### config.mk
export PLATFORM = sky130hd
export DESIGN_NAME = l4_hdr_field_extract_flat
export DESIGN_NICKNAME = d
export VERILOG_FILES = /design/src/rtl/l4_extract_pkg.sv /design/src/rtl/ip_intf.sv /design/src/rtl/skidbuffer.sv /design/src/rtl/l4_hdr_field_extract.sv /design/src/flat_wrapper.sv
export SDC_FILE = /design/constraint.sdc
export NUM_CORES = 1
export LEC_CHECK = 0
export BUFFER_PORTS_ARGS = -buffer_cell sky130_fd_sc_hd__buf_2
export CORE_AREA = 2 2 243 245
export CTS_CLUSTER_DIAMETER = 60
export DETAILED_ROUTE_END_ITERATION = 7
export DIE_AREA = 0 0 245 247
export PLACE_DENSITY_LB_ADDON = 0.12
export SYNTH_ARGS = -nofsm -noshare
export SYNTH_HDL_FRONTEND = slang
export SYNTH_HIERARCHICAL = 1
export SYNTH_SLANG_ARGS = --single-unit
export TNS_END_PERCENT = 30
### constraint.sdc
create_clock -name i_clk -period 3.7 [get_ports i_clk]
set_input_delay 0.74 -clock i_clk [delete_from_list [all_inputs] [get_ports i_clk]]
set_output_delay 0.74 -clock i_clk [all_outputs]
set_load 0.02 [all_outputs]
### src/rtl/l4_extract_pkg.sv
// Shared types for the L4 header field extractor: payload FSM states and the
// beat record carried through the payload skidbuffer.
package l4_extract_pkg;

    typedef enum logic {
        HDR,
        BODY
    } state_e;

    typedef struct packed {
        logic [7:0] tdata;
        logic       tlast;
        logic       tuser;
    } beat_t;

    localparam int IP_HDR_W = 160;
    localparam int BEAT_W   = $bits(beat_t);

endpackage

### src/rtl/ip_intf.sv
// IP header sideband plus 8-bit AXI-stream payload, as used between the
// network processor's IP decapsulation and socket demux stages.
interface ip_intf;
    logic         hdr_valid;
    logic         hdr_ready;
    logic [159:0] ip_hdr;
    logic [47:0]  eth_dest_mac;
    logic [47:0]  eth_src_mac;
    logic [15:0]  eth_type;
    logic [7:0]   tdata;
    logic         tvalid;
    logic         tready;
    logic         tlast;
    logic         tuser;
    logic [7:0]   tid;
    logic [7:0]   tdest;

    modport MASTER (
        output hdr_valid, ip_hdr, eth_dest_mac, eth_src_mac, eth_type,
        output tdata, tvalid, tlast, tuser, tid, tdest,
        input  hdr_ready, tready
    );

    modport SLAVE (
        input  hdr_valid, ip_hdr, eth_dest_mac, eth_src_mac, eth_type,
        input  tdata, tvalid, tlast, tuser, tid, tdest,
        output hdr_ready, tready
    );
endinterface

### src/rtl/skidbuffer.sv
// Two-entry registered skidbuffer: full throughput, one cycle of latency,
// and an input ready that depends only on local state.
module skidbuffer #(
    parameter int DW = 8
) (
    input  logic          clk_i,
    input  logic          rst_ni,
    input  logic          s_valid_i,
    output logic          s_ready_o,
    input  logic [DW-1:0] s_data_i,
    output logic          m_valid_o,
    input  logic          m_ready_i,
    output logic [DW-1:0] m_data_o
);
    logic          out_valid_q, out_valid_d;
    logic          skid_valid_q, skid_valid_d;
    logic [DW-1:0] out_data_q, out_data_d;
    logic [DW-1:0] skid_data_q, skid_data_d;

    always_comb begin
        out_valid_d  = out_valid_q;
        out_data_d   = out_data_q;
        skid_valid_d = skid_valid_q;
        skid_data_d  = skid_data_q;
        if (m_ready_i || !out_valid_q) begin
            // A parked beat always drains first; input is blocked while it exists.
            if (skid_valid_q) begin
                out_valid_d  = 1'b1;
                out_data_d   = skid_data_q;
                skid_valid_d = 1'b0;
            end else begin
                out_valid_d = s_valid_i;
                if (s_valid_i) out_data_d = s_data_i;
            end
        end else if (s_valid_i && !skid_valid_q) begin
            skid_valid_d = 1'b1;
            skid_data_d  = s_data_i;
        end
    end

    always_ff @(posedge clk_i or negedge rst_ni) begin
        if (!rst_ni) begin
            out_valid_q  <= 1'b0;
            skid_valid_q <= 1'b0;
            out_data_q   <= '0;
            skid_data_q  <= '0;
        end else begin
            out_valid_q  <= out_valid_d;
            skid_valid_q <= skid_valid_d;
            out_data_q   <= out_data_d;
            skid_data_q  <= skid_data_d;
        end
    end

    assign s_ready_o = !skid_valid_q;
    assign m_valid_o = out_valid_q;
    assign m_data_o  = out_data_q;

endmodule

### src/rtl/l4_hdr_field_extract.sv
// Consumes the L4 header at the start of each IP payload, captures one
// big-endian field from it, and strips or forwards the header bytes.
module l4_hdr_field_extract
    import l4_extract_pkg::*;
#(
    parameter int HDR_BYTES    = 20,
    parameter int FIELD_OFFSET = 2,
    parameter int FIELD_BYTES  = 2,
    parameter int STRIP        = 1
) (
    input  logic                     i_clk,
    input  logic                     i_rst_n,
    ip_intf.SLAVE                    s_ip,
    ip_intf.MASTER                   m_ip,
    output logic [8*FIELD_BYTES-1:0] o_field,
    output logic                     o_field_valid,
    output logic                     o_short_pkt
);
    localparam int CW = $clog2(HDR_BYTES + 1);
    localparam int FW = 8 * FIELD_BYTES;
    localparam logic [CW-1:0] LAST_C = CW'(HDR_BYTES - 1);
    localparam logic [CW-1:0] FO_C   = CW'(FIELD_OFFSET);
    localparam logic [CW-1:0] FB_C   = CW'(FIELD_BYTES);

    generate
        if (FIELD_OFFSET + FIELD_BYTES > HDR_BYTES || HDR_BYTES < 1 || FIELD_BYTES < 1) begin : g_bad_cfg
            $error("l4_hdr_field_extract: captured field must lie inside the header");
        end
    endgenerate

    state_e        state_q, state_d;
    logic [CW-1:0] cnt_q, cnt_d;
    logic [FW-1:0] field_q, field_d;
    logic          fv_q, fv_d;
    logic          fv_clr_q, fv_clr_d;
    logic          short_q, short_d;

    logic          in_hdr, last_hdr, accept, in_field;
    logic [CW-1:0] rel;
    logic          pl_valid, pl_ready;
    beat_t         in_beat, out_beat;
    logic [BEAT_W-1:0] pl_out;
    logic          unused_sideband;

    assign in_hdr   = (state_q == HDR);
    assign last_hdr = (cnt_q == LAST_C);
    assign accept   = s_ip.tvalid && s_ip.tready;
    // Wrapping subtraction turns the two-sided range test into one compare.
    assign rel      = cnt_q - FO_C;
    assign in_field = (rel < FB_C);

    assign s_ip.tready = (in_hdr && STRIP != 0) ? 1'b1 : pl_ready;
    assign pl_valid    = s_ip.tvalid && (!in_hdr || STRIP == 0);

    assign in_beat.tdata = s_ip.tdata;
    assign in_beat.tlast = s_ip.tlast;
    assign in_beat.tuser = s_ip.tuser || (in_hdr && s_ip.tlast && !last_hdr);

    always_comb begin
        state_d  = state_q;
        cnt_d    = cnt_q;
        field_d  = field_q;
        fv_d     = fv_q;
        fv_clr_d = fv_clr_q;
        short_d  = 1'b0;
        if (fv_clr_q) begin
            fv_d     = 1'b0;
            fv_clr_d = 1'b0;
        end
        if (accept) begin
            if (in_hdr) begin
                if (in_field) field_d = (field_q << 8) | FW'(s_ip.tdata);
                if (s_ip.tlast) begin
                    cnt_d   = '0;
                    short_d = !last_hdr;
                    // Empty payload: field is valid for exactly one cycle.
                    if (last_hdr) begin
                        fv_d     = 1'b1;
                        fv_clr_d = 1'b1;
                    end
                end else if (last_hdr) begin
                    cnt_d   = '0;
                    state_d = BODY;
                    fv_d    = 1'b1;
                end else begin
                    cnt_d = cnt_q + CW'(1);
                end
            end else if (s_ip.tlast) begin
                state_d = HDR;
                fv_d    = 1'b0;
            end
        end
    end

    always_ff @(posedge i_clk or negedge i_rst_n) begin
        if (!i_rst_n) begin
            state_q  <= HDR;
            cnt_q    <= '0;
            field_q  <= '0;
            fv_q     <= 1'b0;
            fv_clr_q <= 1'b0;
            short_q  <= 1'b0;
        end else begin
            state_q  <= state_d;
            cnt_q    <= cnt_d;
            field_q  <= field_d;
            fv_q     <= fv_d;
            fv_clr_q <= fv_clr_d;
            short_q  <= short_d;
        end
    end

    assign o_field       = field_q;
    assign o_field_valid = fv_q;
    assign o_short_pkt   = short_q;

    skidbuffer #(.DW(IP_HDR_W)) u_hdr_skid (
        .clk_i     (i_clk),
        .rst_ni    (i_rst_n),
        .s_valid_i (s_ip.hdr_valid),
        .s_ready_o (s_ip.hdr_ready),
        .s_data_i  (s_ip.ip_hdr),
        .m_valid_o (m_ip.hdr_valid),
        .m_ready_i (m_ip.hdr_ready),
        .m_data_o  (m_ip.ip_hdr)
    );

    skidbuffer #(.DW(BEAT_W)) u_pl_skid (
        .clk_i     (i_clk),
        .rst_ni    (i_rst_n),
        .s_valid_i (pl_valid),
        .s_ready_o (pl_ready),
        .s_data_i  (in_beat),
        .m_valid_o (m_ip.tvalid),
        .m_ready_i (m_ip.tready),
        .m_data_o  (pl_out)
    );

    assign out_beat          = beat_t'(pl_out);
    assign m_ip.tdata        = out_beat.tdata;
    assign m_ip.tlast        = out_beat.tlast;
    assign m_ip.tuser        = out_beat.tuser;
    assign m_ip.tid          = '0;
    assign m_ip.tdest        = '0;
    assign m_ip.eth_src_mac  = '0;
    assign m_ip.eth_dest_mac = '0;
    assign m_ip.eth_type     = '0;

    assign unused_sideband = ^{s_ip.eth_dest_mac, s_ip.eth_src_mac, s_ip.eth_type, s_ip.tid, s_ip.tdest};

endmodule

### src/flat_wrapper.sv
// flat-port wrapper written by rule: the top's interface ports become plain ports
module l4_hdr_field_extract_flat import l4_extract_pkg::*;
#(
    parameter int HDR_BYTES    = 20,
    parameter int FIELD_OFFSET = 2,
    parameter int FIELD_BYTES  = 2,
    parameter int STRIP        = 1
)
  (i_clk, i_rst_n, o_field, o_field_valid, o_short_pkt, s_ip_hdr_valid, s_ip_ip_hdr, s_ip_eth_dest_mac, s_ip_eth_src_mac, s_ip_eth_type, s_ip_tdata, s_ip_tvalid, s_ip_tlast, s_ip_tuser, s_ip_tid, s_ip_tdest, s_ip_hdr_ready, s_ip_tready, m_ip_hdr_valid, m_ip_ip_hdr, m_ip_eth_dest_mac, m_ip_eth_src_mac, m_ip_eth_type, m_ip_tdata, m_ip_tvalid, m_ip_tlast, m_ip_tuser, m_ip_tid, m_ip_tdest, m_ip_hdr_ready, m_ip_tready);
  ip_intf s_ip_i ();
  ip_intf m_ip_i ();
  input  logic i_clk;
  input  logic i_rst_n;
  output logic [8*FIELD_BYTES-1:0] o_field;
  output logic o_field_valid;
  output logic o_short_pkt;
  input wire logic [$bits(s_ip_i.hdr_valid)-1:0] s_ip_hdr_valid;
  input wire logic [$bits(s_ip_i.ip_hdr)-1:0] s_ip_ip_hdr;
  input wire logic [$bits(s_ip_i.eth_dest_mac)-1:0] s_ip_eth_dest_mac;
  input wire logic [$bits(s_ip_i.eth_src_mac)-1:0] s_ip_eth_src_mac;
  input wire logic [$bits(s_ip_i.eth_type)-1:0] s_ip_eth_type;
  input wire logic [$bits(s_ip_i.tdata)-1:0] s_ip_tdata;
  input wire logic [$bits(s_ip_i.tvalid)-1:0] s_ip_tvalid;
  input wire logic [$bits(s_ip_i.tlast)-1:0] s_ip_tlast;
  input wire logic [$bits(s_ip_i.tuser)-1:0] s_ip_tuser;
  input wire logic [$bits(s_ip_i.tid)-1:0] s_ip_tid;
  input wire logic [$bits(s_ip_i.tdest)-1:0] s_ip_tdest;
  output wire logic [$bits(s_ip_i.hdr_ready)-1:0] s_ip_hdr_ready;
  output wire logic [$bits(s_ip_i.tready)-1:0] s_ip_tready;
  output wire logic [$bits(m_ip_i.hdr_valid)-1:0] m_ip_hdr_valid;
  output wire logic [$bits(m_ip_i.ip_hdr)-1:0] m_ip_ip_hdr;
  output wire logic [$bits(m_ip_i.eth_dest_mac)-1:0] m_ip_eth_dest_mac;
  output wire logic [$bits(m_ip_i.eth_src_mac)-1:0] m_ip_eth_src_mac;
  output wire logic [$bits(m_ip_i.eth_type)-1:0] m_ip_eth_type;
  output wire logic [$bits(m_ip_i.tdata)-1:0] m_ip_tdata;
  output wire logic [$bits(m_ip_i.tvalid)-1:0] m_ip_tvalid;
  output wire logic [$bits(m_ip_i.tlast)-1:0] m_ip_tlast;
  output wire logic [$bits(m_ip_i.tuser)-1:0] m_ip_tuser;
  output wire logic [$bits(m_ip_i.tid)-1:0] m_ip_tid;
  output wire logic [$bits(m_ip_i.tdest)-1:0] m_ip_tdest;
  input wire logic [$bits(m_ip_i.hdr_ready)-1:0] m_ip_hdr_ready;
  input wire logic [$bits(m_ip_i.tready)-1:0] m_ip_tready;
  assign s_ip_i.hdr_valid = s_ip_hdr_valid;
  assign s_ip_i.ip_hdr = s_ip_ip_hdr;
  assign s_ip_i.eth_dest_mac = s_ip_eth_dest_mac;
  assign s_ip_i.eth_src_mac = s_ip_eth_src_mac;
  assign s_ip_i.eth_type = s_ip_eth_type;
  assign s_ip_i.tdata = s_ip_tdata;
  assign s_ip_i.tvalid = s_ip_tvalid;
  assign s_ip_i.tlast = s_ip_tlast;
  assign s_ip_i.tuser = s_ip_tuser;
  assign s_ip_i.tid = s_ip_tid;
  assign s_ip_i.tdest = s_ip_tdest;
  assign s_ip_hdr_ready = s_ip_i.hdr_ready;
  assign s_ip_tready = s_ip_i.tready;
  assign m_ip_hdr_valid = m_ip_i.hdr_valid;
  assign m_ip_ip_hdr = m_ip_i.ip_hdr;
  assign m_ip_eth_dest_mac = m_ip_i.eth_dest_mac;
  assign m_ip_eth_src_mac = m_ip_i.eth_src_mac;
  assign m_ip_eth_type = m_ip_i.eth_type;
  assign m_ip_tdata = m_ip_i.tdata;
  assign m_ip_tvalid = m_ip_i.tvalid;
  assign m_ip_tlast = m_ip_i.tlast;
  assign m_ip_tuser = m_ip_i.tuser;
  assign m_ip_tid = m_ip_i.tid;
  assign m_ip_tdest = m_ip_i.tdest;
  assign m_ip_i.hdr_ready = m_ip_hdr_ready;
  assign m_ip_i.tready = m_ip_tready;
  l4_hdr_field_extract #(.HDR_BYTES(HDR_BYTES), .FIELD_OFFSET(FIELD_OFFSET), .FIELD_BYTES(FIELD_BYTES), .STRIP(STRIP)) u_core (.i_clk(i_clk), .i_rst_n(i_rst_n), .s_ip(s_ip_i), .m_ip(m_ip_i), .o_field(o_field), .o_field_valid(o_field_valid), .o_short_pkt(o_short_pkt));
endmodule
-- After elaboration in Yosys (flattened, before gate mapping)
Cells that the tools add are included.
W data, S select, Z words.
- input bits: 304
- output and inout bits: 320
- bits in registers: 369
- add/subtract/negate cells: 2
- reductions and logical operators: 24
- bitwise gates (word level): 4
- muxes and demuxes: 28
- eq/ne operators: 1
- $lt $le $gt $ge: 1
- operators with widths (cell ; count):
    $mux W160 ; 2
    $mux W1 ; 22
    $mux W10 ; 2
    $or A16 B8 Y16 ; 1
    $mux W5 ; 2
    $reduce_and A2 Y1 ; 5
    $reduce_bool A2 Y1 ; 4
    $logic_and A1 B1 Y1 ; 6
    $add A5 B1 Y5 const B ; 1
    $eq A5 B5 Y1 const B ; 1
    $logic_not A1 Y1 ; 5
    $lt A5 B2 Y1 const B ; 1
    $sub A5 B2 Y5 const B ; 1
    $logic_or A1 B1 Y1 ; 3
    $not A1 Y1 ; 3
    $reduce_and A3 Y1 ; 1

-- Logic depth before layout (Yosys ltp)
- word-level depth: 6
- depth in mapped cells: 7

-- By module
The synthesis kept the hierarchy.
- modules (own cells, without submodules) (module ; instances ; area an instance (um^2) ; cells an instance ; sequential area each (um^2)):
    skidbuffer at u_core.u_hdr_skid ; 1 ; 13899.6 ; 862 ; 8057.7
    l4_hdr_field_extract ; 1 ; 2133.3 ; 216 ; 625.6
    skidbuffer at u_core.u_pl_skid ; 1 ; 1027.2 ; 62 ; 550.5

-- Least setup slack after synthesis
No wires, ideal clock.
- path type: input -> register
- start point: in s_ip_tvalid
- end point: reg u_core.field_q[0] (netlist: u_core/o_field[0])
- buffers on the path: 3
- arrival: 1.938 ns
- setup slack: 1.637 ns
- stages on the path: 6
- data required time: 3.575 ns
- cell sequence: nand2b_4 -> buf_6 -> or4_4 -> buf_6 -> buf_12 -> mux2_4
- word-level cells in the longest chain between the ends: 2
- ends and longest elaborated chain (item ; line ; text):
    start: declaration ; flat_wrapper.sv:23 ; input wire logic [$bits(s_ip_i.tvalid)-1:0] s_ip_tvalid;
    $logic_and A1 B1 Y1 ; l4_hdr_field_extract.sv:47 ; assign accept = s_ip.tvalid && s_ip.tready;
    $reduce_and A3 Y1 (no line) ; - ;
    end signal: assignment ; l4_hdr_field_extract.sv:106 ; field_q <= field_d;
    end: declaration ; l4_hdr_field_extract.sv:33 ; logic [FW-1:0] field_q, field_d;
No other way between the ends.
A chain may end at the register's enable or synchronous reset.

-- Worst setup path in the final report
- start point: reg u_core.u_pl_skid.skid_valid_q
- end point: out s_ip_tready
- word-level cells in the longest chain between the ends: 2
- ends and longest elaborated chain (item ; line ; text):
    start: declaration ; skidbuffer.sv:16 ; logic skid_valid_q, skid_valid_d;
    start signal: assignment ; skidbuffer.sv:49 ; skid_valid_q <= skid_valid_d;
    $logic_not A1 Y1 ; skidbuffer.sv:55 ; assign s_ready_o = !skid_valid_q;
    net u_core.pl_ready ; l4_hdr_field_extract.sv:40 ; logic pl_valid, pl_ready;
    $mux W1 ; l4_hdr_field_extract.sv:52 ; assign s_ip.tready = (in_hdr && STRIP != 0) ? 1'b1 : pl_ready;
    end: declaration ; flat_wrapper.sv:29 ; output wire logic [$bits(s_ip_i.tready)-1:0] s_ip_tready;
The timed path passes the listed nets, and every way through them passes these cells.

==> run metrics <==
outcome finished clean; Worst R2R Setup Slack 1.23 ns; critical path type register to output pin; clock transition at the registers of the reported paths 0.05 ns; Tot GR Track Use 13.3%; Seq cells post-synth 369; core footprint 0.0582 mm²; Post-Synthesis Cells 1140; initial drt markers 248; final setup vio count 0; FMAX 365 MHz; Resize count post-CTS 0; proportion of layout cells with a drive suffix above 1 57.3%; average size of a mapped cell 15.0 µm²; final-layout fill cell count 5747; Slew headroom 40.7%; GRT Residual Overflow 0; CTS Buf Count 47; Starting Density 29.3%; largest net degree at the start of global routing 85; worst hold margin 0.131 ns; Distinct cells, synth 39; register area share after synthesis 54.1%; LEAKAGE 9.51 nW; RSZ-0062 raised after global routing no; Detailed Route WL 41100 µm; TritonCTS clock tree yes; Die Area 0.0605 mm²; ANT nets after route 0; Post-DP HPWL 28000 µm; Placer Congestion 0.716; Clock Skew 0.0108 ns; Clock Latency Late Sink 0.56 ns; Reg2Reg Depth 4; Vias per Instance 4.26; cts hold-fix bufs 0; sum of negative setup slack 0 ns; antenna violations before repair 26; drc violations 0; Crit. End Element output pin; fin nets 1821; Period minus WS final 2.74 ns; area grow syn2layout 21.9%; first-pass GRT wire length 62500 µm; WP data required 2.96 ns; Startpoint Class register; CP Max Fanout 14; chip width 245 µm; Syn Std Cell Area 0.0171 mm²; vias in the first global route 10242; Sink Count 369; CP Data Arrival Time 2.00 ns; worst slew pin tran 0.886 ns; Ys Warns 6; peak supply drop 0.360 mV; final slew viol count 0; Multi-input gate area 0.00687 mm²; post-CTS setup buffer count 0; Reg-to-Reg End u_core/u_hdr_skid/m_data_o[136]; Final Hold Viols 0; Ports 624; port bufs 367; worst hold path type input port to asynchronous set/reset pin; Die Height 247 µm; final period utilization 74.1%; CTS max path bufs 3; vias 9953; Crit Reg-Reg Startpoint u_core/u_hdr_skid/skid_valid_q; max_cap viols 0; 1st-pass router iterations 4; row count 89; FF+latch area 0.00924 mm²; Pwr Density 625 mW/mm²; H-tree levels 2; Root Buffer clkbuf_16; WL/cell 17.6 µm
metrics by stage:
| step | instances | area, µm² | util, % | power, W | worst slack, ns |
|---|---|---|---|---|---|
| final | 2334 | 20800 | 35.7 | 0.0130 | 0.958 |
| after global routing | 2326 | 20800 | 35.7 | 0.0138 | 0.811 |
| after CTS | 2325 | 20800 | 35.7 | 0.0133 | 0.870 |
| after detailed placement | 2240 | 19200 | 33.0 | 0.00866 | 1.09 |
| after global placement | 2240 | 19200 | 33.0 | 0.00858 | 1.07 |
| after floorplan | 1267 | 17500 | - | 0.00761 | 1.64 |
synth_stat cells, drive strengths merged:
cell	count	area [µm²]
or4	1	11.3
o21a	1	7.51
o21ai	3	15.0
conb	1	3.75
o31ai	1	7.51
nor4	2	12.5
dfrtp	369	9230
a21o	1	7.51
or2	1	6.26
inv	2	7.51
nand3	2	10.0
nand3b	1	7.51
nand2b	8	65.1
a31oi	1	6.26
ha	1	12.5
nor4bb	2	20.0
a21oi	2	10.0
nor2	8	32.5
nor3b	3	32.5
or2b	1	7.51
nand4	1	6.26
buf	184	1420
a41oi	1	8.76
clkbuf	5	18.8
mux2	526	6020
a221o	1	10.0
and2	2	12.5
nor2b	2	12.5
o21bai	1	7.51
nand2	6	22.5
how the worst max path moves through the flow:
stage	slack, ns	cells past startpoint	start	to
final	0.96	3	u_core/u_pl_skid/skid_valid_q	s_ip_tready
after global routing	0.81	3	u_core/u_pl_skid/skid_valid_q	s_ip_tready
after CTS	0.87	3	u_core/u_pl_skid/skid_valid_q	s_ip_tready
after detailed placement	1.09	5	m_ip_hdr_ready	u_core/u_hdr_skid/m_data_o[111]
after global placement	1.07	5	m_ip_hdr_ready	u_core/u_hdr_skid/m_data_o[65]
after floorplan	1.64	6	s_ip_tvalid	u_core/o_field[0]
cell usage in the layout, fill, tap and decap left out, types with 3 or more instances in the layout:
cell type	count
buf_12	12
buf_2	366
buf_4	10
clkbuf_1	9
clkbuf_16	49
clkbuf_8	14
clkinv_2	6
clkinvlp_4	5
conb_1	128
dfrtp_1	368
diode_2	9
mux2_1	111
mux2_2	389
mux2_4	26
nand2_1	6
nand2b_1	6
nor2_1	7
o21ai_0	3
worst max-delay path, cell delays in order (launching register included):
cell,delay (ns)
dfrtp_1,0.84
inv_1,0.17
or2b_1,0.27
buf_2,0.16
routing by layer:
metal  routed length, µm  GRT usage [%]
met1               18400           17.6
met5                 163              0
met4                 847           4.04
met3                3900           6.12
met2               17800           19.4
final cells by class:
cell class	instances	share of cell area, %
multi-input combinational	707	33.0
clock buffer	72	6.98
sequential	369	44.4
antenna	9	0.108
clock inverter	13	0.409
timing repair buffer	389	10.4
tap	773	4.65
inverter	2	0.0361
kinds of logic after synthesis:
group                      share of synthesized area (%)
muxes                                               35.3
DFF                                                 54.1
buffers and inverters                               8.50
and+or+nand+nor                                     1.52
AOI/OAI and AO/OA                                  0.469
adders and majority gates                         0.0733
other                                             0.0220
flip-flops by register name, summed over array words and instances, names as in the netlist:
name	flops
u_core/cnt_q	5
u_core/fv_clr_q	1
u_core/o_field	16
u_core/o_field_valid	1
u_core/o_short_pkt	1
u_core/state_q	1
u_core/u_hdr_skid/m_data_o	160
u_core/u_hdr_skid/m_valid_o	1
u_core/u_hdr_skid/skid_data_q	160
u_core/u_hdr_skid/skid_valid_q	1
u_core/u_pl_skid/m_data_o	10
u_core/u_pl_skid/m_valid_o	1
u_core/u_pl_skid/skid_data_q	10
u_core/u_pl_skid/skid_valid_q	1
report_power, final:
part,total (W),switching (W),internal [W]
clock,0.00447,0.00177,0.00270
sequential,0.00545,0.000464,0.00498
combinational,0.00308,0.00167,0.00141
No activity file was read; power rests on OpenSTA's default activity.
